### config.mk
export PLATFORM = sky130hd
export DESIGN_NAME = second_game_logic
export DESIGN_NICKNAME = d
export VERILOG_FILES = /design/src/rtl/second_game_logic.sv
export SDC_FILE = /design/constraint.sdc
export NUM_CORES = 1
export LEC_CHECK = 0
export ABC_CLOCK_PERIOD_IN_PS = 13150
export CORE_MARGIN = 2
export CORE_UTILIZATION = 65
export CTS_CLUSTER_SIZE = 28
export DETAILED_ROUTE_END_ITERATION = 16
export GPL_ROUTABILITY_DRIVEN = 0
export HOLD_SLACK_MARGIN = 0.03
export PLACE_DENSITY = 0.81
export REMOVE_ABC_BUFFERS = 1
export SYNTH_ARGS = -nofsm -noshare
export SYNTH_HDL_FRONTEND = slang
export SYNTH_SLANG_ARGS = --single-unit
export TNS_END_PERCENT = 10
### constraint.sdc
create_clock -name i_clk -period 13.15 [get_ports i_clk]
set_input_delay 2.63 -clock i_clk [delete_from_list [all_inputs] [get_ports i_clk]]
set_output_delay 2.63 -clock i_clk [all_outputs]
set_load 0.05 [all_outputs]
### src/rtl/second_game_logic.sv
// Game-state engine for the second game: scrolling obstacle field, player and IDLE/RUN/OVER FSM.
// Define SECOND_GAME_SPEEDUP_EN to raise scroll speed every 16 rows, capped at MAX_SPEED.
module second_game_logic #(
    parameter int          SCREEN_WIDTH  = 400,
    parameter int          SCREEN_HEIGHT = 600,
    parameter int          PLAYER_SIZE   = 20,
    parameter int          PLAYER_Y      = 540,
    parameter int          PLAYER_STEP   = 4,
    parameter int          CELL_LOG2     = 5,
    parameter int          SCROLL_SPEED  = 2,
    parameter int          MAX_SPEED     = 8,
    parameter logic [15:0] LFSR_SEED     = 16'hACE1,
    localparam int         XW            = $clog2(SCREEN_WIDTH),
    localparam int         YW            = $clog2(SCREEN_HEIGHT)
) (
    input  logic          i_clk,
    input  logic          i_rst_n,
    input  logic          i_frame_tick,
    input  logic          i_start,
    input  logic          i_btn_left,
    input  logic          i_btn_right,
    input  logic          i_disp_enbl,
    input  logic          i_field_enbl,
    input  logic [XW-1:0] i_screen_x,
    input  logic [YW-1:0] i_screen_y,
    output logic          o_is_obstacle,
    output logic [XW-1:0] o_player_x,
    output logic [YW-1:0] o_player_y,
    output logic          o_running,
    output logic          o_game_over,
    output logic [15:0]   o_score
);
    localparam int CELL = 1 << CELL_LOG2;
    localparam int COLS = (SCREEN_WIDTH + CELL - 1) / CELL;
    localparam int ROWS = (SCREEN_HEIGHT + CELL - 1) / CELL + 1;
    localparam int HW   = $clog2(ROWS);
    localparam int RW   = YW + 1 - CELL_LOG2;
    localparam int SW   = ((RW > HW) ? RW : HW) + 1;
    localparam int OW   = CELL_LOG2;
    localparam int SPW  =
        $clog2(((MAX_SPEED > SCROLL_SPEED) ? MAX_SPEED : SCROLL_SPEED) + 1);

    localparam logic [XW-1:0]  X_END     = XW'(SCREEN_WIDTH);
    localparam logic [YW-1:0]  Y_END     = YW'(SCREEN_HEIGHT);
    localparam logic [XW-1:0]  X_MID     = XW'(SCREEN_WIDTH / 2);
    localparam logic [XW:0]    P_SZ      = (XW+1)'(PLAYER_SIZE);
    localparam logic [XW:0]    X_HI      = (XW+1)'(SCREEN_WIDTH - 1 - PLAYER_SIZE);
    localparam logic [XW:0]    STEP      = (XW+1)'(PLAYER_STEP);
    localparam logic [YW-1:0]  Y_LO      = YW'(PLAYER_Y - PLAYER_SIZE);
    localparam logic [YW-1:0]  Y_HI      = YW'(PLAYER_Y + PLAYER_SIZE);
    localparam logic [SPW-1:0] SPD0      = SPW'(SCROLL_SPEED);
    localparam logic [HW-1:0]  HEAD_LAST = HW'(ROWS - 1);
    localparam logic [SW-1:0]  ROWS_S    = SW'(ROWS);
    localparam logic [4:0]     COLS_G    = 5'(COLS);

    typedef enum logic [1:0] {IDLE, RUN, OVER} state_t;

    state_t                     state;
    state_t                     state_nxt;
    logic [15:0]                lfsr;
    logic [ROWS-1:0][COLS-1:0]  rows;
    logic [HW-1:0]              head;
    logic [HW-1:0]              head_nxt;
    logic [OW-1:0]              offset;
    logic [SPW-1:0]             speed;
    logic [OW:0]                sum;
    logic [XW-1:0]              player_x;
    logic [XW-1:0]              px_nxt;
    logic [XW:0]                px_w;
    logic [15:0]                score;
    logic [15:0]                score_inc;
    logic                       row_odd;
    logic                       hit_q;
    logic                       hit_now;
    logic                       run_tick;
    logic                       advance;
    logic                       restart;
    logic [YW:0]                ys;
    logic [SW-1:0]              row_sum;
    logic [SW-1:0]              row_idx;
    logic [XW-CELL_LOG2-1:0]    col_idx;
    logic                       in_range;
    logic                       x_in;
    logic                       y_in;
    logic [4:0]                 gap;
    logic [COLS-1:0]            mask;
    logic [COLS-1:0]            new_row;

    assign run_tick  = (state == RUN) && i_frame_tick;
    assign restart   = (state == OVER) && i_start;
    assign sum       = {1'b0, offset} + (OW+1)'(speed);
    assign advance   = run_tick && sum[OW];
    assign score_inc = score + 16'd1;
    assign head_nxt  = (head == '0) ? HEAD_LAST : head - HW'(1);

    // Row 0 of the lookup is the cell just above the visible top edge
    always_comb begin
        ys       = {1'b0, i_screen_y} + (YW+1)'(CELL) - (YW+1)'(offset);
        row_sum  = SW'(ys[YW:CELL_LOG2]) + SW'(head);
        row_idx  = (row_sum >= ROWS_S) ? row_sum - ROWS_S : row_sum;
        col_idx  = i_screen_x[XW-1:CELL_LOG2];
        in_range = (i_screen_x < X_END) && (i_screen_y < Y_END);
        o_is_obstacle = 1'b0;
        if (in_range) o_is_obstacle = rows[row_idx[HW-1:0]][col_idx];
    end

    always_comb begin
        x_in = ({1'b0, i_screen_x} + P_SZ >= {1'b0, player_x})
            && ({1'b0, i_screen_x} <= {1'b0, player_x} + P_SZ);
        y_in = (i_screen_y >= Y_LO) && (i_screen_y <= Y_HI);
        hit_now = i_disp_enbl && i_field_enbl && o_is_obstacle && x_in && y_in;
    end

    always_comb begin
        gap = {1'b0, lfsr[15:12]};
        if (gap >= COLS_G) gap = gap - COLS_G;
        mask = '0;
        for (int i = 0; i < COLS; i++) begin
            if (i >= int'(gap) && i <= int'(gap) + 2) mask[i] = 1'b1;
        end
        new_row = row_odd ? (lfsr[COLS-1:0] & ~mask) : '0;
    end

    always_comb begin
        px_w   = {1'b0, player_x};
        px_nxt = player_x;
        if (i_btn_left && !i_btn_right) begin
            px_nxt = (px_w >= P_SZ + STEP) ? XW'(px_w - STEP) : XW'(P_SZ);
        end else if (i_btn_right && !i_btn_left) begin
            px_nxt = (px_w + STEP > X_HI) ? XW'(X_HI) : XW'(px_w + STEP);
        end
    end

    always_comb begin
        state_nxt = state;
        unique case (state)
            IDLE:    if (i_start) state_nxt = RUN;
            RUN:     if (i_frame_tick && (hit_q || hit_now)) state_nxt = OVER;
            OVER:    if (i_start) state_nxt = IDLE;
            default: state_nxt = IDLE;
        endcase
    end

    always_ff @(posedge i_clk or negedge i_rst_n) begin
        if (!i_rst_n) state <= IDLE;
        else          state <= state_nxt;
    end

    // The LFSR free-runs through restarts so each game gets a new field
    always_ff @(posedge i_clk or negedge i_rst_n) begin
        if (!i_rst_n) lfsr <= LFSR_SEED;
        else          lfsr <= {1'b0, lfsr[15:1]} ^ (lfsr[0] ? 16'hB400 : 16'h0000);
    end

    always_ff @(posedge i_clk or negedge i_rst_n) begin
        if (!i_rst_n)          hit_q <= 1'b0;
        else if (restart)      hit_q <= 1'b0;
        else if (i_frame_tick) hit_q <= 1'b0;
        else if (hit_now)      hit_q <= 1'b1;
    end

    always_ff @(posedge i_clk or negedge i_rst_n) begin
        if (!i_rst_n) begin
            rows     <= '0;
            head     <= '0;
            offset   <= '0;
            player_x <= X_MID;
            score    <= '0;
            row_odd  <= 1'b0;
        end else if (restart) begin
            rows     <= '0;
            head     <= '0;
            offset   <= '0;
            player_x <= X_MID;
            score    <= '0;
            row_odd  <= 1'b0;
        end else if (run_tick) begin
            offset   <= sum[OW-1:0];
            player_x <= px_nxt;
            if (advance) begin
                head           <= head_nxt;
                rows[head_nxt] <= new_row;
                row_odd        <= ~row_odd;
                if (score != 16'hFFFF) score <= score_inc;
            end
        end
    end

`ifdef SECOND_GAME_SPEEDUP_EN
    localparam logic [SPW-1:0] SPD_MAX = SPW'(MAX_SPEED);

    always_ff @(posedge i_clk or negedge i_rst_n) begin
        if (!i_rst_n) begin
            speed <= SPD0;
        end else if (restart) begin
            speed <= SPD0;
        end else if (advance && score != 16'hFFFF
                     && score_inc[3:0] == 4'd0 && speed < SPD_MAX) begin
            speed <= speed + SPW'(1);
        end
    end
`else
    assign speed = SPD0;
`endif

    assign o_player_x  = player_x;
    assign o_player_y  = YW'(PLAYER_Y);
    assign o_running   = (state == RUN);
    assign o_game_over = (state == OVER);
    assign o_score     = score;

endmodule
After elaboration in Yosys (flattened, before gate mapping):

Cells that the tools add are included.

* bitwise logic cells: 4
* reduce and logical (&&, ||, !) cells: 41
* add/sub/neg operators: 13
* eq/ne operators: 6
* multiplexer cells: 54
* order comparisons: 40

Operators with widths (number)
* $mux W260: 3
* $bwmux W260: 1
* $le A4 B32 Y1 const A: 4
* $le A5 B32 Y1 const A: 4
* $mux W16: 5
* $bmux W13 S5: 1
* $demux W13 S5: 1
* $le A3 B32 Y1 const A: 2
* $mux W9: 6
* $mux W5: 8
* $mux W13: 3
* $le A1 B32 Y1 const A: 1
* $le A2 B32 Y1 const A: 1
* $logic_and A1 B1 Y1: 27
* $ge A4 B5 Y1 const A: 5
* $mux W1: 21
* $add A9 B5 Y10 const B: 2
* $ge A3 B5 Y1 const A: 4
* $add A16 B1 Y16 const B: 1
* $ne A16 B16 Y1 const B: 1
* $xor A15 B16 Y16: 1
* $and A13 B13 Y13: 1
* $not A13 Y13: 1
* $add A5 B2 Y6 const B: 2
* 40 further kinds: 52

* register bits: 315
* output and inout bits: 38
* logic and storage cells: 186
* input port bits: 27

Depth between registers and ports, before layout:

* depth after elaboration: 17
* gate-level depth with buffers: 24
* depth with buffers taken out: 23

Least setup slack after synthesis:

Ideal clock, no wire load.

* path type: input -> output
* from: in i_screen_y[2]
* to: out o_is_obstacle
* stages: 19
* path buffers: 1
* required time: 10.520 ns
* data arrival time: 7.283 ns
* setup slack: 3.237 ns
* cells stage by stage: ha_1 -> ha_1 -> a21o_1 -> a21o_1 -> a21oi_1 -> nor2b_1 -> nor3_1 -> xor2_1 -> ha_1 -> xor2_1 -> clkbuf_1 -> ha_1 -> or3b_2 -> a31oi_1 -> a21oi_1 -> mux2i_1 -> a2111oi_2 -> o32ai_1 -> o21a_1

* cells in the longest elaborated chain, start to end: 10
* elaborated cells on any way between the ends: 13
* classes of those cells: add/sub (4); order compare (2); mux (6); reduce/logical (1)

Ends and longest elaborated chain
* start: declaration: RTL line 25 `input logic [YW-1:0] i_screen_y,`
* $add A10 B6 Y11: RTL line 98 `ys = {1'b0, i_screen_y} + (YW+1)'(CELL) - (YW+1)'(offset);`
* $sub A11 B5 Y11: RTL line 98
* $add A6 B5 Y7: RTL line 99 `row_sum = SW'(ys[YW:CELL_LOG2]) + SW'(head);`
* $ge A7 B5 Y1 / $sub A5 B5 Y5 (equally long branches): RTL line 100 `row_idx = (row_sum >= ROWS_S) ? row_sum - ROWS_S : row_sum;`
* $mux W5: RTL line 100
* $bmux W13 S5: RTL line 104 `if (in_range) o_is_obstacle = rows[row_idx[HW-1:0]][col_idx];`
* $mux W13 (implied by the code): RTL line 104
* $bmux W1 S4: RTL line 104
* $mux W1 (implied by the code): RTL line 104
* $mux W1 *: RTL line 104
* end: declaration: RTL line 26 `output logic o_is_obstacle,`

Mark *: on every way between the ends. The rest lies on a longest branch, timed or not. The select of a mux whose other input is x is not followed.

Final worst setup path:

Same ends and word-level chain as after synthesis.

==> impl_metrics.tcl <==
set metrics [dict create \
    finalCritPeriodShare_pct 90.12 \
    wl_um 41660 \
    root_buffer "clkbuf_16" \
    drtAntennaViolNets 0 \
    core_area_um2 25330 \
    ir_drop_mv 0.2933 \
    grt_setup_unrepaired "no" \
    syn_area_per_cell_um2 9.990 \
    relSlewSlack_pct 29.01 \
    hpwl_um 25670 \
    area_growth_pct 9.868 \
    min_from "lfsr[7]" \
    num_vias 13389 \
    p_total_w 0.003817 \
    setup-violations-final 0 \
    num_antenna_cells 0 \
    synth-simple-area-share_pct 15.61 \
    globalRouteTotalUtil_pct 31.71 \
    ctsResizeCount 0 \
    cts.path.max_buffers 3 \
    synthXorXnorAreaFrac_pct 2.426 \
    clk-insertion-delay-late_ns 0.53 \
    power_leakage_nw 7.888 \
    crit_start "i_screen_y[2]" \
    ys_warn_count 0 \
    crit_type "in2out" \
    ys_ff_latch 313 \
    drt_iter0_markers 1399 \
    initial_utilization_pct 66.58 \
    async_reset_ff_share_pct 100.0 \
    synth_compound_area_share_pct 15.78 \
    syn-cell-area_um2 16860 \
    synth_commonest_cells "302 x dfrtp_1, 302 x o21ai_0, 290 x nand3_1" \
    vias_per_cell 6.671 \
    timing.final.max_slew_violations 0 \
    grt_pass1_vias 13182 \
    wl_per_cell_um 20.76 \
    postCtsHoldBufs 0 \
    synthDistinctLibCells 81 \
    yosys.area.top_type_share_pct 44.81 \
    io_pins 65 \
    power_density_nw_per_um2 206.0 \
    synth-edff-count 0 \
    cts_buffers 35 \
    die_y_um 165.1 \
    setup_tns_ns 0 \
    clock_skew_ns 0.03094 \
    cp.arrival_ns 9.22 \
    maxCapViolCount 0 \
    cp_max_fo 12 \
    antenna_found_initial 0 \
    cp_data_required_time_ns 10.52 \
    cp-start-kind "input port" \
    r2r_start "offset[2]" \
    die_w_um 165.1 \
    n_fill_cell 1799 \
    synth_top_family_by_area "compound AO/OA/AOI/OAI gates" \
    yosys_most_used_dff "dfrtp_1" \
    syn_inst 1688 \
    post_cts_buffers 0 \
    holdCritPathClass "reg2reg" \
    cts.sinks 313 \
    drc_errors 0 \
    yosys.area.top_type "dfrtp_1" \
    h-tree-depth 2 \
    tightest_slew_ns 1.065 \
    drt_pass1_iterations 5 \
    synthAdderAreaFrac_pct 4.274 \
    min_period_ns 11.85 \
    synthMuxAreaShare_pct 10.71 \
    port_buffers 54 \
    cts_tree "yes" \
    num_rows 58 \
    drive_gt1_share_pct 10.91 \
    grt_pass1_wl_um 67750 \
    dieArea_um2 27250 \
    nets 1736 \
    overflow 0 \
    status "finished clean" \
    hold_viol 0 \
    clock.fmax_mhz 84.38 \
    synth_seq_area_share_pct 46.53 \
    end_kind "primary output" \
    clkTransAtPathRegs_ns 0.05 \
    grt_max_degree 195 \
    synth_area_leaders "dfrtp_1 45%, mux4_2 9.9%, o21ai_0 9.0%" \
]
## metrics by stage
stage                     area [um2]  worst slack [ns]  cells  utilization (%)  hold WS [ns]
after floorplan                16270             2.022   1548                -        0.3485
final                          18530             1.299   2007            73.15        0.3655
after detailed placement       17370             1.495   1945            68.57        0.3577
after CTS                      18530             1.366   2007            73.15        0.3669
after global placement         17370             1.671   1945            68.57        0.3572
after global routing           18530            0.7863   2007            73.15        0.3735
## per-layer routing
metal / GRT usage (%) / vias up / wire (um)
met3: 6.668 / 110 / 3338
met5: 0 / - / 0
met1: 44.15 / 6616 / 17440
met4: 12.69 / 0 / 1433
li1: - / 6090 / -
met2: 49.39 / 573 / 19450
## report_power, final
group | internal (W) | switching (W) | total [W] | leakage [nW]
logic | 0.000714 | 0.00104 | 0.00176 | 3.02
registers | 0.000998 | 0.0000727 | 0.00107 | 4.30
clock network | 0.000587 | 0.000400 | 0.000988 | 0.570
## kinds of logic (layout without fill, tap and decap cells)
logic type,count (synthesis),after routing
DFF,313,313
other,2,10
xor gates and xnor gates,45,45
and+or+nand+nor,540,540
adders and majority gates,57,57
AOI/OAI and AO/OA,455,455
buffers and inverters,189,170
muxes,87,87
## sequential cells by signal, indices dropped and copies added, names as in the netlist
signal      flops
offset          4
o_player_x      8
hit_q           1
lfsr           16
row_odd         1
o_score        16
rows          260
head            5
state           2
## cells in the final DEF, fill, tap and decap left out, types with 25 or more instances in the layout
master             n
xnor2_1           25
nand2_1           78
nor2_1            78
a21oi_1           37
mux4_2            74
inv_1             37
clkbuf_16         36
dfrtp_1          302
clkdlybuf4s50_1   53
o21ai_0          302
ha_1              55
nand3_1          290
## cell type report
class	count	area (um2)	area share, %
multi-input cells	1194	8298	44.79
flip-flops and latches	313	7846	42.35
clock buffers	46	978.4	5.281
repair buffers	67	655.6	3.539
well taps	330	412.9	2.229
clock inverters	16	182.7	0.9860
inverters	41	153.9	0.8306
## worst paths after layout
kind / endpoint / slack (ns) / cells past startpoint
worst max register to register: hit_q / 7.12 / 20
max in group asynchronous: rows[251] / 9.43 / 2
worst min register to register: lfsr[6] / 0.37 / 0
min in group asynchronous: o_score[14] / 2.19 / 1
worst max-delay path: o_is_obstacle / 1.30 / 20
worst min-delay path: lfsr[6] / 0.37 / 0
## critical path, stage by stage
cell             delay [ns]
clkdlybuf4s50_1        0.49
ha_1                   0.24
ha_1                   0.29
a21o_1                 0.19
a21o_1                 0.19
a21oi_1                0.22
nor2b_1                0.07
nor3_1                 0.28
xor2_1                 0.26
ha_1                   0.32
xor2_1                 0.76
ha_1                   0.27
or3b_2                 0.49
a31oi_1                0.34
a21oi_1                0.13
mux2i_1                0.42
a2111oi_2              0.09
o32ai_1                0.46
o21a_1                 0.24
clkdlybuf4s50_1        0.82
No activity file was read; power rests on OpenSTA's default activity.
